--- src/rtl/i8259_pkg.sv ---
// i8259_pkg: shared types and constants for the 8259 interrupt-acknowledge
// sequencer.
//   state_e     : acknowledge sequencer states
//   OCW2_*      : OCW2 bits 7:5 command codes that produce an EOI
//   SPUR_LVL    : level reported for a spurious acknowledge
//   onehot8()   : 3-bit index to one-hot byte
package i8259_pkg;

  typedef enum logic [1:0] {
    IDLE = 2'd0,
    ACK1 = 2'd1,
    GAP  = 2'd2,
    ACK2 = 2'd3
  } state_e;

  localparam logic [2:0] OCW2_NSEOI = 3'b001;
  localparam logic [2:0] OCW2_SEOI  = 3'b011;
  localparam logic [2:0] SPUR_LVL   = 3'd7;

  function automatic logic [7:0] onehot8(input logic [2:0] idx);
    onehot8 = 8'b0000_0001 << idx;
  endfunction

endpackage

--- src/rtl/prio_enc8.sv ---
// prio_enc8: 8-input fixed-priority encoder, lowest index wins.
//   req_i   : request vector
//   idx_o   : index of the lowest set bit (0 when nothing is set)
//   valid_o : at least one request bit is set
module prio_enc8 (
  input  logic [7:0] req_i,
  output logic [2:0] idx_o,
  output logic       valid_o
);

  // Scan from the top down so the lowest set index is the last one written.
  always_comb begin
    idx_o   = 3'd0;
    valid_o = 1'b0;
    for (int i = 7; i >= 0; i--) begin
      if (req_i[i]) begin
        idx_o   = 3'(i);
        valid_o = 1'b1;
      end
    end
  end

endmodule

--- src/rtl/inta_seq.sv ---
// inta_seq: interrupt-acknowledge and EOI sequencer, 8086 mode, fully nested
// fixed priority (IR0 highest).
//   clk, rst_n   : clock, asynchronous active-low reset
//   irr, imr     : pending requests and mask (1 = masked)
//   isr          : in-service register contents (feedback)
//   inta_n       : CPU acknowledge strobe, active low
//   vec_base     : ICW2 T7..T3
//   eoi_wr       : one-cycle OCW2 write strobe, with eoi_cmd (R,SL,EOI), eoi_lvl
//   int_o        : interrupt request to the CPU
//   set, clr     : one-hot one-cycle pulses to the in-service register
//   dout, dout_en: vector byte and its bus drive enable
//   dbg_state_o, dbg_spur_o : sequencer state and latched spurious flag
//
// Strobe semantics: eoi_wr is a single-cycle command qualifier with no
// back-pressure; every strobe is consumed in the cycle it is high (or parked
// for exactly one cycle when it collides with a set pulse). set/clr are
// single-cycle pulses the in-service register must accept unconditionally.
module inta_seq
  import i8259_pkg::*;
(
  input  logic       clk,
  input  logic       rst_n,
  input  logic [7:0] irr,
  input  logic [7:0] imr,
  input  logic [7:0] isr,
  input  logic       inta_n,
  input  logic [4:0] vec_base,
  input  logic       eoi_wr,
  input  logic [2:0] eoi_cmd,
  input  logic [2:0] eoi_lvl,
  output logic       int_o,
  output logic [7:0] set,
  output logic [7:0] clr,
  output logic [7:0] dout,
  output logic       dout_en,
  output state_e     dbg_state_o,
  output logic       dbg_spur_o
);

  state_e     state_q, state_d;
  logic       inta_q;
  logic [2:0] win_q, win_d;
  logic       spur_q, spur_d;
  logic       int_q, int_d;
  logic [7:0] set_q, set_d;
  logic [7:0] clr_q, clr_d;
  logic       pend_v_q, pend_v_d;
  logic [2:0] pend_cmd_q, pend_cmd_d;
  logic [2:0] pend_lvl_q, pend_lvl_d;

  logic [2:0] req_idx, isr_idx;
  logic       req_v, isr_v, cand_v;
  logic       fall, rise;
  logic       issue_v;
  logic [2:0] issue_cmd, issue_lvl;

  prio_enc8 u_req_enc (.req_i(irr & ~imr), .idx_o(req_idx), .valid_o(req_v));
  prio_enc8 u_isr_enc (.req_i(isr),        .idx_o(isr_idx), .valid_o(isr_v));

  // Fully nested: only a request strictly above the current in-service
  // level may interrupt.
  assign cand_v = req_v && (!isr_v || (req_idx < isr_idx));

  assign fall = ~inta_n & inta_q;
  assign rise = inta_n & ~inta_q;

  always_comb begin
    state_d = state_q;
    win_d   = win_q;
    spur_d  = spur_q;
    set_d   = 8'h00;
    unique case (state_q)
      IDLE: begin
        if (fall) begin
          state_d = ACK1;
          if (cand_v) begin
            win_d  = req_idx;
            spur_d = 1'b0;
            set_d  = onehot8(req_idx);
          end else begin
            win_d  = SPUR_LVL;
            spur_d = 1'b1;
          end
        end
      end
      ACK1:    if (rise) state_d = GAP;
      GAP:     if (fall) state_d = ACK2;
      ACK2:    if (rise) state_d = IDLE;
      default: state_d = IDLE;
    endcase
    int_d = (state_d == IDLE) && cand_v;
  end

  // EOI issue path. A strobe that lands while a set pulse is being
  // registered is parked so the clear is computed against the in-service
  // contents that already include that set.
  always_comb begin
    pend_v_d   = 1'b0;
    pend_cmd_d = pend_cmd_q;
    pend_lvl_d = pend_lvl_q;
    issue_v    = 1'b0;
    issue_cmd  = pend_cmd_q;
    issue_lvl  = pend_lvl_q;
    clr_d      = 8'h00;
    if (eoi_wr && (set_d != 8'h00)) begin
      pend_v_d   = 1'b1;
      pend_cmd_d = eoi_cmd;
      pend_lvl_d = eoi_lvl;
    end else begin
      issue_v = eoi_wr | pend_v_q;
      if (eoi_wr) begin
        issue_cmd = eoi_cmd;
        issue_lvl = eoi_lvl;
      end
      if (issue_v) begin
        if (issue_cmd == OCW2_NSEOI) begin
          if (isr_v) clr_d = onehot8(isr_idx);
        end else if (issue_cmd == OCW2_SEOI) begin
          clr_d = onehot8(issue_lvl);
        end
      end
    end
  end

  always_ff @(posedge clk or negedge rst_n) begin
    if (!rst_n) begin
      state_q    <= IDLE;
      inta_q     <= 1'b1;
      win_q      <= 3'd0;
      spur_q     <= 1'b0;
      int_q      <= 1'b0;
      set_q      <= 8'h00;
      clr_q      <= 8'h00;
      pend_v_q   <= 1'b0;
      pend_cmd_q <= 3'd0;
      pend_lvl_q <= 3'd0;
    end else begin
      state_q    <= state_d;
      inta_q     <= inta_n;
      win_q      <= win_d;
      spur_q     <= spur_d;
      int_q      <= int_d;
      set_q      <= set_d;
      clr_q      <= clr_d;
      pend_v_q   <= pend_v_d;
      pend_cmd_q <= pend_cmd_d;
      pend_lvl_q <= pend_lvl_d;
    end
  end

  assign int_o       = int_q;
  assign set         = set_q;
  assign clr         = clr_q;
  assign dout_en     = (state_q == ACK2);
  assign dout        = dout_en ? {vec_base, win_q} : 8'h00;
  assign dbg_state_o = state_q;
  assign dbg_spur_o  = spur_q;

endmodule

--- config.mk ---
export PLATFORM = sky130hd
export DESIGN_NAME = inta_seq
export DESIGN_NICKNAME = d
export VERILOG_FILES = /design/src/rtl/i8259_pkg.sv /design/src/rtl/prio_enc8.sv /design/src/rtl/inta_seq.sv
export SDC_FILE = /design/constraint.sdc
export NUM_CORES = 1
export LEC_CHECK = 0
export CAP_MARGIN = 20
export CORE_UTILIZATION = 39
export CTS_CLUSTER_SIZE = 14
export DETAILED_ROUTE_END_ITERATION = 8
export MAX_ROUTING_LAYER = met4
export PLACE_DENSITY = 0.82
export SLEW_MARGIN = 10
export SYNTH_ARGS = -nofsm -noshare
export SYNTH_HDL_FRONTEND = slang
export SYNTH_SLANG_ARGS = --single-unit
--- constraint.sdc ---
create_clock -name clk -period 2.1 [get_ports clk]
set_clock_uncertainty 0.2 [all_clocks]
set_input_delay 0.315 -clock clk [delete_from_list [all_inputs] [get_ports clk]]
set_output_delay 0.315 -clock clk [all_outputs]
set_load 0.05 [all_outputs]
==> results.md <==
- Period utilisation layout: 117%
- # port buffers: 67
- GRT Residual Overflow: 0
- Crit path largest cell delay: 410 ps
- Slowest stage cell, crit path: o41ai_2
- Fin. Hold Viols: 0
- Vias in the first global route: 1970
- Vias per cell: 5.30
- DRC Markers: 0
- Leakage: 1.43 nW
- CTS clk-pin slew, worst paths: 60 ps
- Max-cap violations: 0
- Setup crit end: pend_lvl_q[0]
- I/O pins: 68
- Seq/Total Area, Yosys: 45.7%
- Yosys reg bits: 31
- Final Max Tran Viols: 0
- # rows: 23
- CP max FO: 7
- Total Nets Final: 339
- Most used flip-flop cell after synthesis: dfrtp_1
- CTS tree: built
- Cells after Synth: 176
- Die Y: 68.0 um
- Antenna cells: 0
- Die Area: 4630 sq um
- Final setup fails: 27
- Worst min-delay path category: input pin to asynchronous set/reset pin
- H-Tree Level Count: 2
- Total Wirelength: 5.26 mm
- R2R Path Start: inta_q
- Antenna Nets Post-Route: 0
- Largest net degree at the start of global routing: 32
- Failing checks: setup timing
- DRT Pass-1 Iters: 4
- CTS buffer count: 5
- Commonest non-fill, non-tap cells in the layout: buf_4, clkdlybuf4s50_1, dfrtp_1
- Critical path class: input pin to flip-flop
- Most common cell after layout, fill and taps aside: buf_4
- Syn nets: 217
- Asr flop ratio synth: 100%
- CORE AREA: 4090 sq um
- Die X: 68.0 um
- Antenna violations before repair: 0
- Worst setup SP type: input pin
- Gp weighted congestion: 0.851
- R2R depth: 5
- Clock tree buffer depth: 2
- Power density over the cells: 767 nW/um^2
- Distinct cells, synth: 48
- GRT Total Usage: 26.3%
- CP required: 2070 ps
- WL/cell: 15.1 um
- Synth-to-layout area growth: 85.9%
- Hold_ws: 219 ps
- Skew-Pair Late Insertion Delay: 280 ps
- Slew headroom: 65.5%
- Hold_buf cts: 0
- Fin crit period: 2450 ps
- Setup tns final: -7010 ps
- Setup WS post-layout: -353 ps
- Placed instance area: 2880 sq um
- Number of flops mapped to enable cells by yosys: 0
- Fmax: 0.408 GHz
- Peak supply drop: 0.000535 V
- Root Buffer: clkbuf_8
- Worst slew pin tran: 516 ps
- RSZ-0062 raised after global routing: yes
- Critical-path cell list: clkdlybuf4s15_1 -> o41ai_2 -> ha_1 -> a21oi_2 -> a32oi_2 -> nor2b_2 -> a41oi_4 -> nor2_4 -> mux2_4
- CTS Sinks: 31
- Yosys warning total: 0
- DR iter-0 viols: 118
- Setup slack, reg-to-reg: 120 ps
- Syn_area_per_cell: 9.66 sq um
- Starting Density: 41.6%
- Crit path arrival time: 2420 ps
- First-pass GRT wire length: 8.62 mm
- Post-DP HPWL: 3.59 mm
- Worst reg2reg path endpoint: pend_lvl_q[0]
- Fin util: 77.3%
- Status: finished, violations left
- Layout cells sized above 1: 42.1%
- Nature of the critical path endpoint: flip-flop
- Worst setup path startpoint: isr[4]
- Final Power: 2.42 mW
- Post-route cell area: 3160 sq um
- Mapped cell area: 1700 sq um
- Vias: 1848
==> cells in the mapped netlist, types with 2 or more instances <==
library cell  count  area, sq um
ha_1              2         25.0
nand3_1           2         10.0
nand2b_1          8         50.1
nand2_1          11         41.3
and3_1            8         50.1
a21oi_1           7         35.0
a32oi_1           5         43.8
nor2b_1          10         62.6
clkbuf_1          3         11.3
nor4_1            3         18.8
a31oi_1           3         18.8
nor2_1           34          128
dfrtp_1          30          751
inv_1             8         30.0
nor3_1            2         10.0
nor2b_2           2         17.5
o21ai_1           2         10.0
mux2_1            6         67.6
==> state kept, by name, summed over array words and instances (netlist names) <==
name and count:
clr 8, dbg_spur_o 1, dbg_state_o 2, int_o 1
inta_q 1, pend_cmd_q 3, pend_lvl_q 3, pend_v_q 1
set 8, win_q 3
==> power by group <==
part           internal, mW  switching, mW  leakage [nW]
Combinational         0.574          0.612         0.988
Sequential            0.710         0.0843         0.402
Clock                 0.235          0.209        0.0395
Total                  1.52          0.906          1.43
==> metal layers <==
| layer | vias to the layer above | global-route usage [%] | wire [um] |
|---|---|---|---|
| met5 | - | - | 0 |
| met2 | 83 | 45.2 | 2750 |
| li1 | 865 | - | - |
| met4 | 0 | 15.4 | 162 |
| met3 | 19 | 5.00 | 344 |
| met1 | 881 | 28.0 | 2000 |
==> through the flow <==
| stage | worst slack (ps) | cells |
|---|---|---|
| 2_1_floorplan | -475 | 176 |
| 3_3_place_gp | -925 | 331 |
| 3_5_place_dp | -1030 | 331 |
| 4_1_cts | -288 | 352 |
| 5_1_grt | -469 | 349 |
| 6_report | -353 | 349 |
==> final cells by class <==
cell class,instances,area [sq um]
well taps,50,62.6
fillers,268,926
flip-flops and latches,31,777
inverters,8,30.0
multi-input cells,134,1090
clock buffers,8,80.1
repair buffers,118,1120
==> worst max-delay path, delay by kind of cell <==
family	cells	cell delay, ps
buf+inv	1	240
mux	1	330
simple gates	2	460
compound gates	4	760
fa+ha+maj	1	320
==> kinds of logic (layout without fill, tap and decap cells) <==
| group | count (synthesis) | after routing | share of synthesized area (%) |
|---|---|---|---|
| buffers and inverters | 11 | 134 | 2.43 |
| AOI/OAI and AO/OA | 34 | 34 | 16.5 |
| adders and majority gates | 3 | 3 | 2.06 |
| DFF | 31 | 31 | 45.7 |
| xor gates and xnor gates | 1 | 1 | 0.515 |
| and+or+nand+nor | 90 | 90 | 28.8 |
| muxes | 6 | 6 | 3.97 |
==> worst min-delay path by stage <==
stage | to | slack [ps] | start
floorplan | clr[0] | -180 | rst_n
global placement | win_q[2] | 290 | win_q[2]
detailed placement | pend_cmd_q[2] | 290 | pend_cmd_q[2]
CTS | pend_cmd_q[0] | 240 | rst_n
global route | win_q[0] | 260 | rst_n
finish | dbg_spur_o | 220 | rst_n
==> timing repair <==
item                       in CTS  in global routing
gates resized for setup       105                  7
setup endpoints to repair      28                 28
pin swaps                      27                  9
buffers inserted               16                  1
Note: power is estimated with default switching activity, not from simulation.
